## config.mk

```make
export PLATFORM = sky130hd
export DESIGN_NAME = noc_local_ni
export DESIGN_NICKNAME = d
export VERILOG_FILES = /design/src/rtl/noc_local_ni_pkg.sv /design/src/rtl/noc_ni_fifo.sv /design/src/rtl/noc_local_ni.sv
export SDC_FILE = /design/constraint.sdc
export NUM_CORES = 1
export LEC_CHECK = 0
export CAP_MARGIN = 20
export CORE_UTILIZATION = 35
export CTS_CLUSTER_DIAMETER = 60
export DETAILED_ROUTE_END_ITERATION = 6
export PLACE_DENSITY = 0.6
export SLEW_MARGIN = 15
export SYNTH_ARGS = -nofsm -noshare
export SYNTH_HDL_FRONTEND = slang
export SYNTH_SLANG_ARGS = --single-unit
```

## constraint.sdc

```tcl
create_clock -name i_clk -period 2.7 [get_ports i_clk]
set_clock_uncertainty 0.05 [all_clocks]
set_input_delay 0.54 -clock i_clk [delete_from_list [all_inputs] [get_ports i_clk]]
set_output_delay 0.54 -clock i_clk [all_outputs]
set_load 0.02 [all_outputs]
```

## src/rtl/noc_local_ni_pkg.sv

```systemverilog
// Shared constants and types for the NoC local network interface.
// Flit width and {X,Y} address packing follow the mesh-wide definitions.
package noc_local_ni_pkg;

    localparam int TAM_FLIT   = 16;
    localparam int METADEFLIT = TAM_FLIT / 2;

    typedef enum logic [1:0] {
        TX_IDLE  = 2'd0,
        TX_HDR   = 2'd1,
        TX_SIZE  = 2'd2,
        TX_PAYLD = 2'd3
    } tx_state_t;

    typedef enum logic [1:0] {
        RX_HDR   = 2'd0,
        RX_SIZE  = 2'd1,
        RX_PAYLD = 2'd2
    } rx_phase_t;

    function automatic logic [TAM_FLIT-1:0] xy_addr(input logic [METADEFLIT-1:0] x,
                                                    input logic [METADEFLIT-1:0] y);
        return {x, y};
    endfunction

endpackage

```

## src/rtl/noc_ni_fifo.sv

```systemverilog
// Synchronous FIFO with occupancy count; read data is the head entry (combinational).
// Depth must be a power of two so the pointers wrap naturally.
module noc_ni_fifo #(
    parameter int WIDTH = 18,
    parameter int DEPTH = 4
) (
    input  logic                     i_clk,
    input  logic                     i_rst,
    input  logic                     i_push,
    input  logic [WIDTH-1:0]         i_wdata,
    input  logic                     i_pop,
    output logic [WIDTH-1:0]         o_rdata,
    output logic [$clog2(DEPTH):0]   o_count
);

    localparam int AW = $clog2(DEPTH);
    localparam int CW = AW + 1;

    logic [WIDTH-1:0] mem [DEPTH];
    logic [AW-1:0]    wr_ptr;
    logic [AW-1:0]    rd_ptr;

    always_ff @(posedge i_clk or negedge i_rst) begin
        if (!i_rst) begin
            wr_ptr  <= '0;
            rd_ptr  <= '0;
            o_count <= '0;
        end else begin
            if (i_push) wr_ptr <= wr_ptr + AW'(1);
            if (i_pop)  rd_ptr <= rd_ptr + AW'(1);
            o_count <= o_count + CW'(i_push) - CW'(i_pop);
        end
    end

    always_ff @(posedge i_clk) begin
        if (i_push) mem[wr_ptr] <= i_wdata;
    end

    assign o_rdata = mem[rd_ptr];

endmodule

```

## src/rtl/noc_local_ni.sv

```systemverilog
// Network interface on a router LOCAL port: packetizes core requests toward the mesh
// and buffers/frames flits arriving from the mesh for the core.
//
//   TX state | meaning
//   ---------+----------------------------------------------------------
//   TX_IDLE  | ready for a new request; latches dest/len on accept
//   TX_HDR   | waiting to place the dest header flit in the output reg
//   TX_SIZE  | waiting to place the size flit; len==0 ends the packet
//   TX_PAYLD | forwarding payload flits until cnt reaches zero
module noc_local_ni
    import noc_local_ni_pkg::*;
#(
    parameter int RX_DEPTH = 4
) (
    input  logic                i_clk,
    input  logic                i_rst,
    input  logic                i_req_valid,
    input  logic [TAM_FLIT-1:0] i_req_dest,
    input  logic [TAM_FLIT-1:0] i_req_len,
    output logic                o_req_ready,
    input  logic                i_pl_valid,
    input  logic [TAM_FLIT-1:0] i_pl_data,
    output logic                o_pl_ready,
    output logic                o_tx,
    output logic [TAM_FLIT-1:0] o_data,
    input  logic                i_credit,
    input  logic                i_rx,
    input  logic [TAM_FLIT-1:0] i_data,
    output logic                o_credit,
    output logic                o_rx_valid,
    output logic [TAM_FLIT-1:0] o_rx_data,
    output logic                o_rx_sof,
    output logic                o_rx_eof,
    input  logic                i_rx_ready
);

    localparam int CW = $clog2(RX_DEPTH) + 1;

    tx_state_t           state_q, state_d;
    logic [TAM_FLIT-1:0] dest_q, len_q, cnt_q;
    logic                tx_q;
    logic [TAM_FLIT-1:0] data_q;
    logic                alive_q;
    logic                can_load, load;
    logic [TAM_FLIT-1:0] load_data;
    logic                req_fire, pl_fire;

    // The output register may take a new flit when empty or when its flit leaves this cycle.
    assign can_load = !tx_q || i_credit;
    assign req_fire = i_req_valid && o_req_ready;
    assign pl_fire  = i_pl_valid && o_pl_ready;

    always_comb begin
        state_d     = state_q;
        load        = 1'b0;
        load_data   = dest_q;
        o_req_ready = 1'b0;
        o_pl_ready  = 1'b0;
        case (state_q)
            TX_IDLE: begin
                o_req_ready = alive_q;
                if (i_req_valid && alive_q) state_d = TX_HDR;
            end
            TX_HDR: begin
                if (can_load) begin
                    load      = 1'b1;
                    load_data = dest_q;
                    state_d   = TX_SIZE;
                end
            end
            TX_SIZE: begin
                if (can_load) begin
                    load      = 1'b1;
                    load_data = len_q;
                    state_d   = (len_q == '0) ? TX_IDLE : TX_PAYLD;
                end
            end
            TX_PAYLD: begin
                o_pl_ready = can_load;
                if (i_pl_valid && can_load) begin
                    load      = 1'b1;
                    load_data = i_pl_data;
                    if (cnt_q == TAM_FLIT'(1)) state_d = TX_IDLE;
                end
            end
            default: state_d = TX_IDLE;
        endcase
    end

    // alive_q keeps o_req_ready low while reset is asserted.
    always_ff @(posedge i_clk or negedge i_rst) begin
        if (!i_rst) begin
            state_q <= TX_IDLE;
            dest_q  <= '0;
            len_q   <= '0;
            cnt_q   <= '0;
            tx_q    <= 1'b0;
            data_q  <= '0;
            alive_q <= 1'b0;
        end else begin
            alive_q <= 1'b1;
            state_q <= state_d;
            if (req_fire) begin
                dest_q <= i_req_dest;
                len_q  <= i_req_len;
                cnt_q  <= i_req_len;
            end
            if (pl_fire) cnt_q <= cnt_q - TAM_FLIT'(1);
            if (load) begin
                tx_q   <= 1'b1;
                data_q <= load_data;
            end else if (i_credit) begin
                tx_q <= 1'b0;
            end
        end
    end

    assign o_tx   = tx_q;
    assign o_data = data_q;

    rx_phase_t             rphase_q;
    logic [TAM_FLIT-1:0]   rcnt_q;
    logic                  rx_push, rx_pop, w_sof, w_eof, credit_q;
    logic [CW-1:0]         rx_count, rx_count_next;
    logic [TAM_FLIT+1:0]   rd_entry;

    assign rx_push       = i_rx && credit_q;
    assign rx_pop        = o_rx_valid && i_rx_ready;
    assign rx_count_next = rx_count + CW'(rx_push) - CW'(rx_pop);

    always_comb begin
        w_sof = 1'b0;
        w_eof = 1'b0;
        case (rphase_q)
            RX_HDR:   w_sof = 1'b1;
            RX_SIZE:  w_eof = (i_data == '0);
            RX_PAYLD: w_eof = (rcnt_q == TAM_FLIT'(1));
            default:  ;
        endcase
    end

    // Credit looks at the post-update occupancy, so a full FIFO is never offered a push.
    always_ff @(posedge i_clk or negedge i_rst) begin
        if (!i_rst) begin
            rphase_q <= RX_HDR;
            rcnt_q   <= '0;
            credit_q <= 1'b0;
        end else begin
            credit_q <= (rx_count_next != CW'(RX_DEPTH));
            if (rx_push) begin
                case (rphase_q)
                    RX_HDR:  rphase_q <= RX_SIZE;
                    RX_SIZE: begin
                        rcnt_q   <= i_data;
                        rphase_q <= (i_data == '0) ? RX_HDR : RX_PAYLD;
                    end
                    RX_PAYLD: begin
                        rcnt_q <= rcnt_q - TAM_FLIT'(1);
                        if (rcnt_q == TAM_FLIT'(1)) rphase_q <= RX_HDR;
                    end
                    default: rphase_q <= RX_HDR;
                endcase
            end
        end
    end

    noc_ni_fifo #(
        .WIDTH (TAM_FLIT + 2),
        .DEPTH (RX_DEPTH)
    ) u_rx_fifo (
        .i_clk   (i_clk),
        .i_rst   (i_rst),
        .i_push  (rx_push),
        .i_wdata ({w_sof, w_eof, i_data}),
        .i_pop   (rx_pop),
        .o_rdata (rd_entry),
        .o_count (rx_count)
    );

    assign o_credit   = credit_q;
    assign o_rx_valid = (rx_count != '0);
    assign {o_rx_sof, o_rx_eof, o_rx_data} = o_rx_valid ? rd_entry : '0;

endmodule

```

# Yosys cells after proc, flatten, opt, wreduce, memory -nomap -nowiden
# Memories as Yosys holds them, arrays and structs flattened.
# Index checks and enable logic that the tools add are counted.
# classes
n_mux	28
eq_ne	14
n_addsub	6
reduce_logical	20
# ops
cell	count
$mux 16	4
$pmux 16 s2	2
$eq 16x1->1 const B	2
$logic_not 16->1	2
$sub 16x1->16 const B	2
$mux 18	1
$mux 2	8
$ne 2x2->1 const B	6
$mux 1	9
$pmux 2 s4	1
$eq 2x2->1 const B	3
$logic_and 1x1->1	6
$pmux 2 s3	1
$reduce_bool 2->1	3
$reduce_and 5->1	1
$add 2x1->2 const B	2
$eq 2x1->1 const B	2
$logic_not 2->1	2
$pmux 1 s2	2
$reduce_and 2->1	2
$add 3x1->3	1
$ne 3x3->1 const B	1
$reduce_bool 3->1	1
$sub 3x1->3	1
3 further kinds	3
# totals
ff_bits	94
inputBits	71
mem_count	1
out_inout_bits	39
ramBits	72
# memory_table
memory	depth	width	read_ports	rd_clocked_by_memory_dff	write_ports	line_no	rtl
u_rx_fifo.mem	4	18	1	0	1	noc_ni_fifo.sv:19	logic [WIDTH-1:0] mem [DEPTH];

# Depth between registers and ports, before layout
# Gate-level depths: netlist (run 1).
# depth
word_depth	6
ltp_mapped	9
depth_no_buf	8

# Modules after synthesis
# From an unflattened synthesis (run 1), not the netlist that was laid out.
# hier_totals
cells_unflattened	663
hier_area_um2	7594.8
# by_module_without_submodules
mod	cells_each	seq_area_each_um2	instances	area_per_inst_um2
noc_local_ni	537	2177.1	1	4618.2
noc_ni_fifo	126	2337.2	1	2976.6

# Worst setup path before layout (run 1)
# No wires, ideal clock.
# synth_timing
kind	register -> register
from	register u_rx_fifo.o_count[1]
to	register credit_q, in the netlist o_credit
arrival_time_ps	2163
period_less_slack_ps	2338
t_required_ps	2525
setup_time_ps	125
path_buffers	1
path_slack_ps	362
path_stages_with_launch	10
cell_sequence	dfrtp_1 -> or3_1 -> clkbuf_1 -> and2_1 -> ha_1 -> inv_1 -> ha_1 -> fa_1 -> xnor2_1 -> nand2_1
# synth_via
elab_chain_cells	4
# synth_rtl
item	line_no	rtl
start: declaration	noc_ni_fifo.sv:13	output logic [$clog2(DEPTH):0] o_count
start signal: assignment	noc_ni_fifo.sv:31	o_count <= o_count + CW'(i_push) - CW'(i_pop);
$reduce_bool 3->1	noc_local_ni.sv:181	assign o_rx_valid = (rx_count != '0);
$logic_and 1x1->1	noc_local_ni.sv:128	assign rx_pop = o_rx_valid && i_rx_ready;
net rx_pop	noc_local_ni.sv:123	logic rx_push, rx_pop, w_sof, w_eof, credit_q;
$sub 3x1->3	noc_local_ni.sv:129	assign rx_count_next = rx_count + CW'(rx_push) - CW'(rx_pop);
net rx_count_next[2]	noc_local_ni.sv:124	logic [CW-1:0] rx_count, rx_count_next;
$ne 3x3->1	noc_local_ni.sv:149	credit_q <= (rx_count_next != CW'(RX_DEPTH));
end signal: assignment	noc_local_ni.sv:149	
end: declaration	noc_local_ni.sv:123	
# The timed path passes the listed nets, and every way through them passes these cells.
# A chain may end at the register's enable or synchronous reset.

# Worst setup path in the final report (run 1)
# layout_timing
from	register u_rx_fifo.rd_ptr[0]
to	output port o_rx_sof
# layout_via
elab_chain_cells	2
# layout_rtl
item	line_no	rtl
start: declaration	noc_ni_fifo.sv:21	logic [AW-1:0] rd_ptr;
start signal: assignment	noc_ni_fifo.sv:30	if (i_pop) rd_ptr <= rd_ptr + AW'(1);
$mem_v2 4x18	-	
$mux 18	noc_local_ni.sv:182	assign {o_rx_sof, o_rx_eof, o_rx_data} = o_rx_valid ? rd_entry : '0;
end: declaration	noc_local_ni.sv:32	output logic o_rx_sof,
# No other way between the ends.

==> results.md, run 1 <==
- Worst skew pair latency: about 0.43 ns
- Placed wire-length estimate: roughly 13000 um
- Hold Slack: between 0.015 and 0.02 ns
- Register Area: 0.00451 mm^2
- NetSw: 4.21 mW
- Largest area contributor in the netlist: dfrtp_1
- Register bit total from synthesis: ~170
- Count leader, synth: nand2_1
- Synth top area share: 31.3%
- GP Congestion: around 0.85
- Core area: 0.0210 mm^2
- Total gr overflow: 0
- DRT Wirelength: roughly 18000 um
- DR pass1 iterations: 6
- Fmax: 384 MHz
- CTS clock-pin slew for the worst setup and hold paths: about 0.07 ns
- Setup-failing EPs final: 0
- Most area-consuming cells after synthesis: dfrtp_1 31%, edfxtp_1 29%, nand2_1 6.7%
- Final worst path period share: between 90% and 100%
- Slew Viols, Final: 0
- WP data required: 2.11 ns
- Drt via density: between 5 and 6
- Min-Delay Path Class: input port to asynchronous set/reset pin
- Post-Syn Nets: 745
- FF-to-FF setup slack: 0.34 ns
- Number of cell rows: between 50 and 60
- Worst Tran Pin Value: 0.656 ns
- Layout Nets: roughly 880
- Synth Warn #: 0
- Global-route wire length before repair: roughly 30000 um
- Clock sinks: around 170
- Multi-input gate area: ~0.0028 mm^2
- Die height: roughly 150 um
- Part of the power in registers: ~39%
- Largest net degree at the start of global routing: 39
- Clock network power share: between 20% and 30%
- # fillers: around 1900
- WL/cell: 17.2 um
- Post-layout min period: about 2.6 ns
- Hold Violations, Final: 0
- Synth unique cells: 58
- Area Overhead vs Synth: 29.4%
- Port-buffer cells: roughly 110
- H-tree depth: 4
- Most frequent cells after synthesis: 134 x nand2_1, 94 x dfrtp_1, 72 x edfxtp_1, 48 x a21oi_1, 41 x nor2_1
- Cell count after synthesis: approximately 660
- CTS tree: done
- Hold_buf cts: 0
- Fraction of layout cells with a size suffix above 1: around an eighth
- Worst Path Arrival: 2.02 ns
- Vias in the first global route: roughly 5600
- Die area: 0.0220 mm^2
- Clk buf depth: 2
- Diodes inserted: 0
- Sequential fraction of the synthesis area: 60.1%
- Max-cap violations: 0
- Clock Tree Root: clkbuf_16
- Logic gate share of total power: between 40 and 50%
- Ys flop type: dfrtp_1
- Pwr/cell area: around 1100 mW/mm^2
- Worst-path maximum fanout: 11
- CP Capture Type: output pin
- Antenna violations before repair: 0
- Synthesized area per cell: 11.4 um^2
- Synth async-reset ratio: between 50% and 60%
- Internal Power: 6.92 mW
- CTS buffer count: 17
- Final Power: ~11 mW
- WS Path Type: register to output pin
- Total GRT Usage: ~18%
- P_leak: roughly 4 nW
- Maximum VDD drop: about 580 uV
- Post-synth EDFFs: between 70 and 80
- Detailed-route via count: between 5000 and 6000
- DRC Markers: 0
- ANT nets after route: 0
- Pre-CTS setup slack: 0.142 ns
- Sw frac: a little under two fifths
- Initial Util: 35.7%
- Status: completed
- Post-Syn Area: ~0.0075 mm^2
- Worst Setup Start Kind: register
- Chip Width: between 100 and 150 um
- Setup ws final: between 0.09 and 0.1 ns
- Initial DRC Count: between 300 and 400
- RSZ-0062 raised after global routing: yes
- Relative slew slack: a little under three fifths
- I/O pin count: 110
metrics by stage:
step	utilization (%)	std cells	TNS, ns	area, um^2
3_5_place_dp	43.4	1043	0	9120
5_1_grt	46.2	1075	-0.00863	9720
6_report	46.2	1075	0	9720
3_3_place_gp	43.4	1043	0	9120
2_1_floorplan	-	656	0	7510
4_1_cts	46.1	1075	-0.794	9690
area by class of cell:
class	instances	area share, %
clock buffers	17	4.38
clock inverters	15	1.46
inverters	20	0.773
multi-input cells	439	29.0
flip-flops and latches	166	46.5
well taps	275	3.54
repair buffers	143	14.4
kinds of logic after synthesis:
kind of cell             share of synthesized area, %
flip-flops                                       60.1
buffers and inverters                            2.57
AO/OA/AOI/OAI                                    11.0
other                                          0.0499
XOR/XNOR                                        0.583
adder cells (fa/ha/maj)                          3.10
multiplexers                                     5.68
AND/OR/NAND/NOR                                  16.9
state kept, by name, summed over array words and instances, names as in the netlist:
name               count
u_rx_fifo.mem         72
cnt_q                 16
dest_q                16
len_q                 16
o_data                16
rcnt_q                16
u_rx_fifo.o_count      3
rphase_q               2
state_q                2
u_rx_fifo.rd_ptr       2
u_rx_fifo.wr_ptr       2
alive_q                1
o_credit               1
o_tx                   1
worst max-delay path, stage by stage (launching register included):
cell and delay (ns):
dfrtp_1 0.40, buf_8 0.18, mux4_2 0.50, and2_1 0.18, dlygate4sd2_1 0.32
cells in the final DEF (no fill, tap or decap), types with 3 or more instances in the layout:
cell type        netlist  final
a21oi_1               48     48
a222oi_1              16     16
a31oi_1                5      5
and2_1                26     26
and3_1                 6      6
buf_12                 0      3
buf_4                  0     30
clkbuf_16              0     17
clkdlybuf4s50_1        0     90
dfrtp_1               94     94
dlygate4sd2_1          0     10
dlymetal6s2s_1         0      8
edfxtp_1              72     72
ha_1                  17     16
inv_1                 20     20
inv_6                  0      5
inv_8                  0      4
mux4_2                18     18
nand2_1              134    134
nand2b_1               3      3
nand3_1               10     10
nand4_1                4      4
nor2_1                41     39
nor2_2                 1      3
nor2b_1                3      3
nor3_1                 8      8
nor4_1                13     13
o211ai_1               3      3
o21ai_0               20     20
o22ai_1               11     11
o311ai_0               4      4
or3_1                  5      4
xnor2_1                3      3
per-layer routing:
metal,wire (um),vias to the layer above,global-route usage [%]
li1,-,2665,-
met1,7990,2667,22.4
met2,9120,157,29.6
met3,1160,14,5.15
met4,176,0,4.79
met5,0,-,0
power by group through the flow:
stage	Clock (mW)	Combinational (mW)	Sequential, mW
finish	2.33	4.51	4.29
global route	2.48	5.01	4.41
CTS	2.39	4.59	4.29
detailed placement	0	4.65	4.32
global placement	0	4.60	4.32
floorplan	0	2.87	4.26
final timing paths:
kind / from / to / cells past startpoint
setup reg to reg: u_rx_fifo.o_count[1] / o_credit / 8
hold / removal: i_rst / dest_q[13] / 1
hold reg to reg: cnt_q[14] / cnt_q[14] / 1
min in group i_clk: cnt_q[14] / cnt_q[14] / 1
max in group asynchronous: i_rst / rphase_q[0] / 2
setup / recovery: u_rx_fifo.rd_ptr[0] / o_rx_sof / 4
what timing repair did:
action                     in CTS  in global routing
buffers inserted                0                  0
setup endpoints to repair      18                 11
gates resized for setup        13                 10
No activity file was read; power rests on OpenSTA's default activity.
==> run 2: changes to the inputs <==
==> constraint.sdc (replaced) <==
create_clock -name i_clk -period 2.4 [get_ports i_clk]
set_clock_uncertainty 0.05 [all_clocks]
set_input_delay 0.48 -clock i_clk [delete_from_list [all_inputs] [get_ports i_clk]]
set_output_delay 0.48 -clock i_clk [all_outputs]
set_load 0.02 [all_outputs]
==> run 2 against run 1 <==
Effect of this change:
- setup slack got worse by 0.060 ns
- hold slack improved by 0.41 ns
- critical path depth stayed put
- final cell count increased by 1.6%
- count of clock-buffer cells in the layout did not move
- final area increased by 0.90%
- highest routed layer unchanged
- sequential power rose by 12%
- first-iteration DRC count increased by 18%
- global-route usage shrank 0.30 points
- die area unchanged
- core utilization increased by 0.42 points
==> results.md, run 2 (same netlist as run 1, synthesis figures left out) <==
- Met2 routed WL: 8780 um (was 9120 um)
- Die area: 0.0220 mm^2 (unchanged)
- Drt via density: 5.16 (was 5.12)
- # fillers: 1952 (was 1921)
- CTS tree: done (unchanged)
- ANT nets after route: 0 (unchanged)
- Sum Neg Setup Slack: 0 ns (unchanged)
- Fraction of layout cells with a size suffix above 1: 16.4% (was 12.1%)
- Placed wire-length estimate: 13000 um (about the same)
- Most frequent cells in the layout: 134 x nand2_1, 93 x dfrtp_1, 87 x clkdlybuf4s50_1 (was 134 x nand2_1, 94 x dfrtp_1, 90 x clkdlybuf4s50_1)
- CP Capture Type: output pin (unchanged)
- CTS buffer count: 17 (unchanged)
- DRT Wirelength: 18400 um (about the same)
- GP Congestion: 0.806 (was 0.848)
- Largest net degree at the start of global routing: 40 (was 39)
- Worst Tran Pin Value: 0.546 ns (was 0.656 ns)
- Number of cell rows: 53 (unchanged)
- Die height: 148 um (unchanged)
- Clock sinks: 166 (unchanged)
- WS Path Type: register to output pin (unchanged)
- I/O pin count: 110 (unchanged)
- Chip Width: 148 um (unchanged)
- Fin area: 0.00980 mm^2 (was 0.00972 mm^2)
- Hold Violations, Final: 0 (unchanged)
- Post-place instance area: 0.00927 mm^2 (was 0.00912 mm^2)
- Crit-path slowest cell: mux4_2 (unchanged)
- Antenna violations before repair: 0 (unchanged)
- Worst Setup Start Kind: register (unchanged)
- Pwr/cell area: 1290 mW/mm^2 (was 1150 mW/mm^2)
- CTS clock-pin slew for the worst setup and hold paths: 0.07 ns (about the same)
- Vias in the first global route: 5520 (was 5554)
- Maximum VDD drop: 700 uV (was 577 uV)
- M1 WL: 8150 um (was 7990 um)
- Min-Delay Path Class: register to register (was input port to asynchronous set/reset pin)
- CP max stage delay: 0.49 ns (was 0.50 ns)
- Met3 wire length: 1240 um (was 1160 um)
- WL/cell: 16.9 um (was 17.2 um)
- Final Power: 12.7 mW (was 11.1 mW)
- Worst skew pair latency: 0.43 ns (about the same)
- Max reg flops: 72 (unchanged)
- Core area: 0.0210 mm^2 (unchanged)
- RSZ-0062 raised after global routing: yes (unchanged)
- Area Overhead vs Synth: 30.5% (was 29.4%)
- Largest Register: u_rx_fifo.mem (unchanged)
- Total GRT Usage: 17.5% (was 17.8%)
- Slew Viols, Final: 0 (unchanged)
- H-tree depth: 4 (unchanged)
- Fmax: ~420 MHz
- Initial Util: 35.7% (unchanged)
- Detailed-route via count: 5636 (was 5503)
- WP data required: 1.87 ns (was 2.11 ns)
- Worst Path Arrival: 1.83 ns (was 2.02 ns)
- Global-route wire length before repair: 29500 um (was 29700 um)
- Worst-path maximum fanout: 9 (was 11)
- Initial DRC Count: 360 (was 305)
- Layout Nets: 893 (was 876)
- Final worst path period share: between 90% and 100%
- Top Metal Used: met4 (unchanged)
- DR pass1 iterations: 6 (unchanged)
- Relative slew slack: 63.6% (was 56.3%)
- Commonest non-fill, non-tap cell in the layout: nand2_1 (unchanged)
- Port-buffer cells: 109 (unchanged)
- Clock Tree Root: clkbuf_16 (unchanged)
- DRC Markers: 0 (unchanged)
- Max-cap violations: 0 (unchanged)
- Post-layout min period: roughly 2.4 ns
- Diodes inserted: 0 (unchanged)
- Total gr overflow: 0 (unchanged)
- Setup-failing EPs final: 0 (unchanged)
- Status: completed (unchanged)
- Crit-path cells: clkbuf_16 > mux4_2 > and2_1 > buf_2 (was buf_8 > mux4_2 > and2_1 > dlygate4sd2_1)
- P_leak: 3.93 nW (was 3.91 nW)
- Clk buf depth: 2 (unchanged)
## run 2: cell types whose count changed in the layout (fill, tap and decap cells not counted), moves of 3 or more
cell             previous run  this run
buf_2                       0        17
dlygate4sd2_1              10         3
clkdlybuf4s50_1            90        87
buf_4                      30        44
dlymetal6s2s_1              8         0
buf_12                      3         6
## run 2: worst max-delay path, delay by kind of cell (launching register included)
family	cells	cell delay, ns
simple gates	1	0.16
flops	1	0.42
mux	1	0.49
buf+inv	2	0.33
## run 2: where the power goes
part           leakage [nW]  switching (mW)  internal (mW)
clock network         0.285            1.27           1.39
registers              1.77           0.752           4.05
logic                  1.87            2.78           2.41
## run 2: per-stage QoR
stage	cells	setup WS [ns]	utilization [%]	hold slack [ns]
after floorplan	656	0.0618	-	0.134
after global placement	1057	0.0684	44.1	0.408
after detailed placement	1057	0.0229	44.1	0.414
after CTS	1090	-0.145	46.5	0.431
after global routing	1092	-0.0378	46.6	0.458
final	1092	0.0350	46.6	0.427
## run 2: final cells by class
cell class              count  area, um^2  share of cell area [%]
clock inverters            15         151                    1.54
flip-flops and latches    166        4520                    46.1
clock buffers              17         425                    4.34
repair buffers            160        1480                    15.1
well taps                 275         344                    3.51
inverters                  20        75.1                   0.766
multi-input cells         439        2810                    28.7
## run 2: layer usage
| metal | global-route usage (%) | vias up |
|---|---|---|
| met5 | 0 | - |
| met4 | 5.36 | 0 |
| met3 | 4.48 | 24 |
| met2 | 27.7 | 192 |
| met1 | 23.4 | 2727 |
| li1 | - | 2693 |
## run 2: repair_timing
item                                    4_1_cts  5_1_grt
buffers inserted                              0        1
gates cloned                                  0        1
gates resized for setup                      74        6
hold buffers                                  1        0
hold endpoints to repair                      9        0
pin swaps                                     0        1
endpoints found under the setup margin       21       19
## run 2: final timing paths
check | start | to | slack (ns) | cells past startpoint
min reg2reg | cnt_q[14] | cnt_q[14] | 0.43 | 1
max reg2reg | u_rx_fifo.o_count[1] | o_credit | 0.12 | 8
max in group asynchronous | i_rst | state_q[1] | 1.04 | 3
max | u_rx_fifo.rd_ptr[0] | o_rx_eof | 0.04 | 4
min | cnt_q[14] | cnt_q[14] | 0.43 | 1
min in group asynchronous | i_rst | dest_q[14] | 0.53 | 2
==> run 3: changes to the inputs <==
--- a/config.mk
+++ b/config.mk
@@ -6,10 +6,12 @@
 export NUM_CORES = 1
 export LEC_CHECK = 0
 export CAP_MARGIN = 20
+export CELL_PAD_IN_SITES_DETAIL_PLACEMENT = 0
+export CELL_PAD_IN_SITES_GLOBAL_PLACEMENT = 1
 export CORE_UTILIZATION = 35
 export CTS_CLUSTER_DIAMETER = 60
 export DETAILED_ROUTE_END_ITERATION = 6
-export PLACE_DENSITY = 0.6
+export PLACE_DENSITY = 0.71
 export SLEW_MARGIN = 15
 export SYNTH_ARGS = -nofsm -noshare
 export SYNTH_HDL_FRONTEND = slang
==> run 3 against run 2 <==
Effect of this change:
- the flow now finishes with violations (design-rule violations)
- first-iteration DRC count up 23%
- combinational power up 6.2%
- flip-flop and latch count stayed put
- critical path depth up 1
- die area unchanged
- hold slack better by 0.0010 ns
- final cell count is essentially flat
- sequential power increased by 0.8%
- routed wire length up 5.1%
- core utilization up 0.55 points
- power is 4.4% higher
- global-route usage increased by 0.97 points
==> results.md, run 3 (same netlist as run 1, synthesis figures left out) <==
- Status: finished with violations (was completed)
- Violated checks: design-rule violations
- Critical R2R Launch: u_rx_fifo.o_count[1] (unchanged)
- Relative slew slack: 49.6% (was 63.6%)
- Final worst path period share: 99.7% (was 98.5%)
- Min-Delay Path Class: register to register (unchanged)
- Chip Width: 148 um (unchanged)
- Worst Path Arrival: 1.86 ns (was 1.83 ns)
- Worst Tran Pin Value: 0.757 ns (was 0.546 ns)
- Worst-path maximum fanout: 6 (was 9)
- Largest Register: u_rx_fifo.mem (unchanged)
- Detailed-route via count: 5725 (was 5636)
- Sum Neg Setup Slack: 0 ns (unchanged)
- Worst Setup Start Kind: register (unchanged)
- WP data required: 1.87 ns (about the same)
- WS Path Type: register to output pin (unchanged)
- Post-place instance area: 0.00925 mm^2 (was 0.00927 mm^2)
- Worst Setup SP: u_rx_fifo.rd_ptr[0] (unchanged)
- Area Overhead vs Synth: 32.1% (was 30.5%)
- Die area: 0.0220 mm^2 (unchanged)
- WL/cell: 17.7 um (was 16.9 um)
- Max reg flops: 72 (unchanged)
- Post-layout min period: 2.39 ns (was 2.36 ns)
- CP max stage delay: 0.48 ns (was 0.49 ns)
- I/O pin count: 110 (unchanged)
- Global-route wire length before repair: 30700 um (was 29500 um)
- Layout Nets: 894 (was 893)
- Largest net degree at the start of global routing: 73 (was 40)
- Most frequent cells in the layout: 134 x nand2_1, 93 x dfrtp_1, 87 x clkdlybuf4s50_1 (unchanged)
- Core area: 0.0210 mm^2 (unchanged)
- Commonest non-fill, non-tap cell in the layout: nand2_1 (unchanged)
- Fmax: 418 MHz (was 423 MHz)
- Critical path's most frequent cell: buf_6
- Diodes inserted: 0 (unchanged)
- Fin area: 0.00992 mm^2 (was 0.00980 mm^2)
- Initial DRC Count: 443 (was 360)
- Pwr/cell area: 1330 mW/mm^2 (was 1290 mW/mm^2)
- Clk buf depth: 2 (unchanged)
- CP delay by family, top: multiplexers (unchanged)
- Util after Layout: 47.2% (was 46.6%)
- Crit-path cells: buf_6 > buf_6 > mux4_2 > and2_4 > buf_6 (was clkbuf_16 > mux4_2 > and2_1 > buf_2)
- Port-buffer cells: 109 (unchanged)
- Clock Tree Root: clkbuf_16 (unchanged)
- H-tree depth: 4 (unchanged)
- Number of cell rows: 53 (unchanged)
- Critical hold path startpoint: dest_q[15] (was cnt_q[14])
- Slew Viols, Final: 0 (unchanged)
- Max-cap violations: 0 (unchanged)
- Total gr overflow: 0 (unchanged)
- Die height: 148 um (unchanged)
- Clock sinks: 166 (unchanged)
- Setup ws final: 0.00798 ns (was 0.0350 ns)
- P_leak: 3.99 nW (was 3.93 nW)
- DRC Markers: 14 (was 0)
- DR pass1 iterations: 7 (was 6)
- DRT Wirelength: 19400 um (was 18400 um)
- Setup-failing EPs final: 0 (unchanged)
- Maximum VDD drop: 511 uV (was 700 uV)
- Drt via density: 5.24 (was 5.16)
- Crit-path slowest cell: mux4_2 (unchanged)
- RSZ-0062 raised after global routing: yes (unchanged)
- CP Buf/Inv Count: 3 (was 2)
- Vias in the first global route: 5723 (was 5520)
- CTS clock-pin slew for the worst setup and hold paths: 0.07 ns (about the same)
- # fillers: 1892 (was 1952)
- GP Congestion: 0.887 (was 0.806)
- Antenna violations before repair: 0 (unchanged)
- Fraction of layout cells with a size suffix above 1: 17.7% (was 16.4%)
- CP Capture Type: output pin (unchanged)
- Worst skew pair latency: 0.43 ns (about the same)
- ANT nets after route: 0 (unchanged)
- Pre-CTS setup slack: -0.0486 ns (was 0.0229 ns)
- Total GRT Usage: 18.4% (was 17.5%)
- CTS buffer count: 17 (unchanged)
- Placed wire-length estimate: 13600 um (was 13000 um)
- CTS tree: done (unchanged)
- Initial Util: 35.7% (unchanged)
- Final Power: 13.2 mW (was 12.7 mW)
- Hold Violations, Final: 0 (unchanged)
-- run 3: cell count changes in the layout (fill, tap and decap cells not counted), moves of 2 or more --
cell	change
buf_2	-13
buf_6	+12
and2_1	-11
and2_4	+11
buf_4	+5
buf_12	-2
bufinv_16	+2
-- run 3: area by class of cell --
class | instances | area [um^2] | area share, %
repair buffers | 161 | 1520 | 15.3
well taps | 275 | 344 | 3.47
inverters | 20 | 75.1 | 0.757
clock buffers | 17 | 425 | 4.29
multi-input cells | 439 | 2840 | 28.6
clock inverters | 15 | 200 | 2.02
flip-flops and latches | 166 | 4520 | 45.5
-- run 3: through the flow --
stage	cells	hold slack [ns]
floorplan	656	0.134
global placement	1057	0.359
detailed placement	1057	0.354
CTS	1094	0.432
global route	1093	0.437
finish	1093	0.428
-- run 3: tightest hold or removal path, cell delays in order (launching register included) --
cell and delay (ns):
dfrtp_1 0.34, nand2_1 0.05, nand2_1 0.06
-- run 3: layer usage --
metal | GRT usage [%] | vias up | wire, um
met4 | 6.44 | 0 | 282
met5 | 0 | - | 0
met3 | 3.87 | 23 | 1100
met1 | 24.8 | 2823 | 8690
li1 | - | 2693 | -
met2 | 29.4 | 186 | 9310
-- run 3: path summary, 6_finish.rpt --
kind                                            end  cells after the start  slack [ns]
worst max-delay path                       o_rx_sof                      5       0.008
worst min-delay path                     dest_q[15]                      2        0.43
worst max register to register             o_credit                      8        0.15
worst min register to register           dest_q[15]                      2        0.43
max in group asynchronous       u_rx_fifo.rd_ptr[0]                      3        1.14
min in group asynchronous                 cnt_q[14]                      2        0.44
-- run 3: timing repair --
item                       in CTS  in global routing
resized for setup             104                 12
pin swaps                       2                  0
cloned                          1                  0
hold endpoints to repair       22                  0
hold buffers                    1                  0
setup endpoints to repair      21                 16
buffers inserted                3                  1
-- run 3: where the power goes --
part	switching, mW	internal, mW	total, mW
Clock	1.26	1.60	2.86
Sequential	0.787	4.05	4.84
Combinational	2.88	2.63	5.51
Total	4.93	8.29	13.2
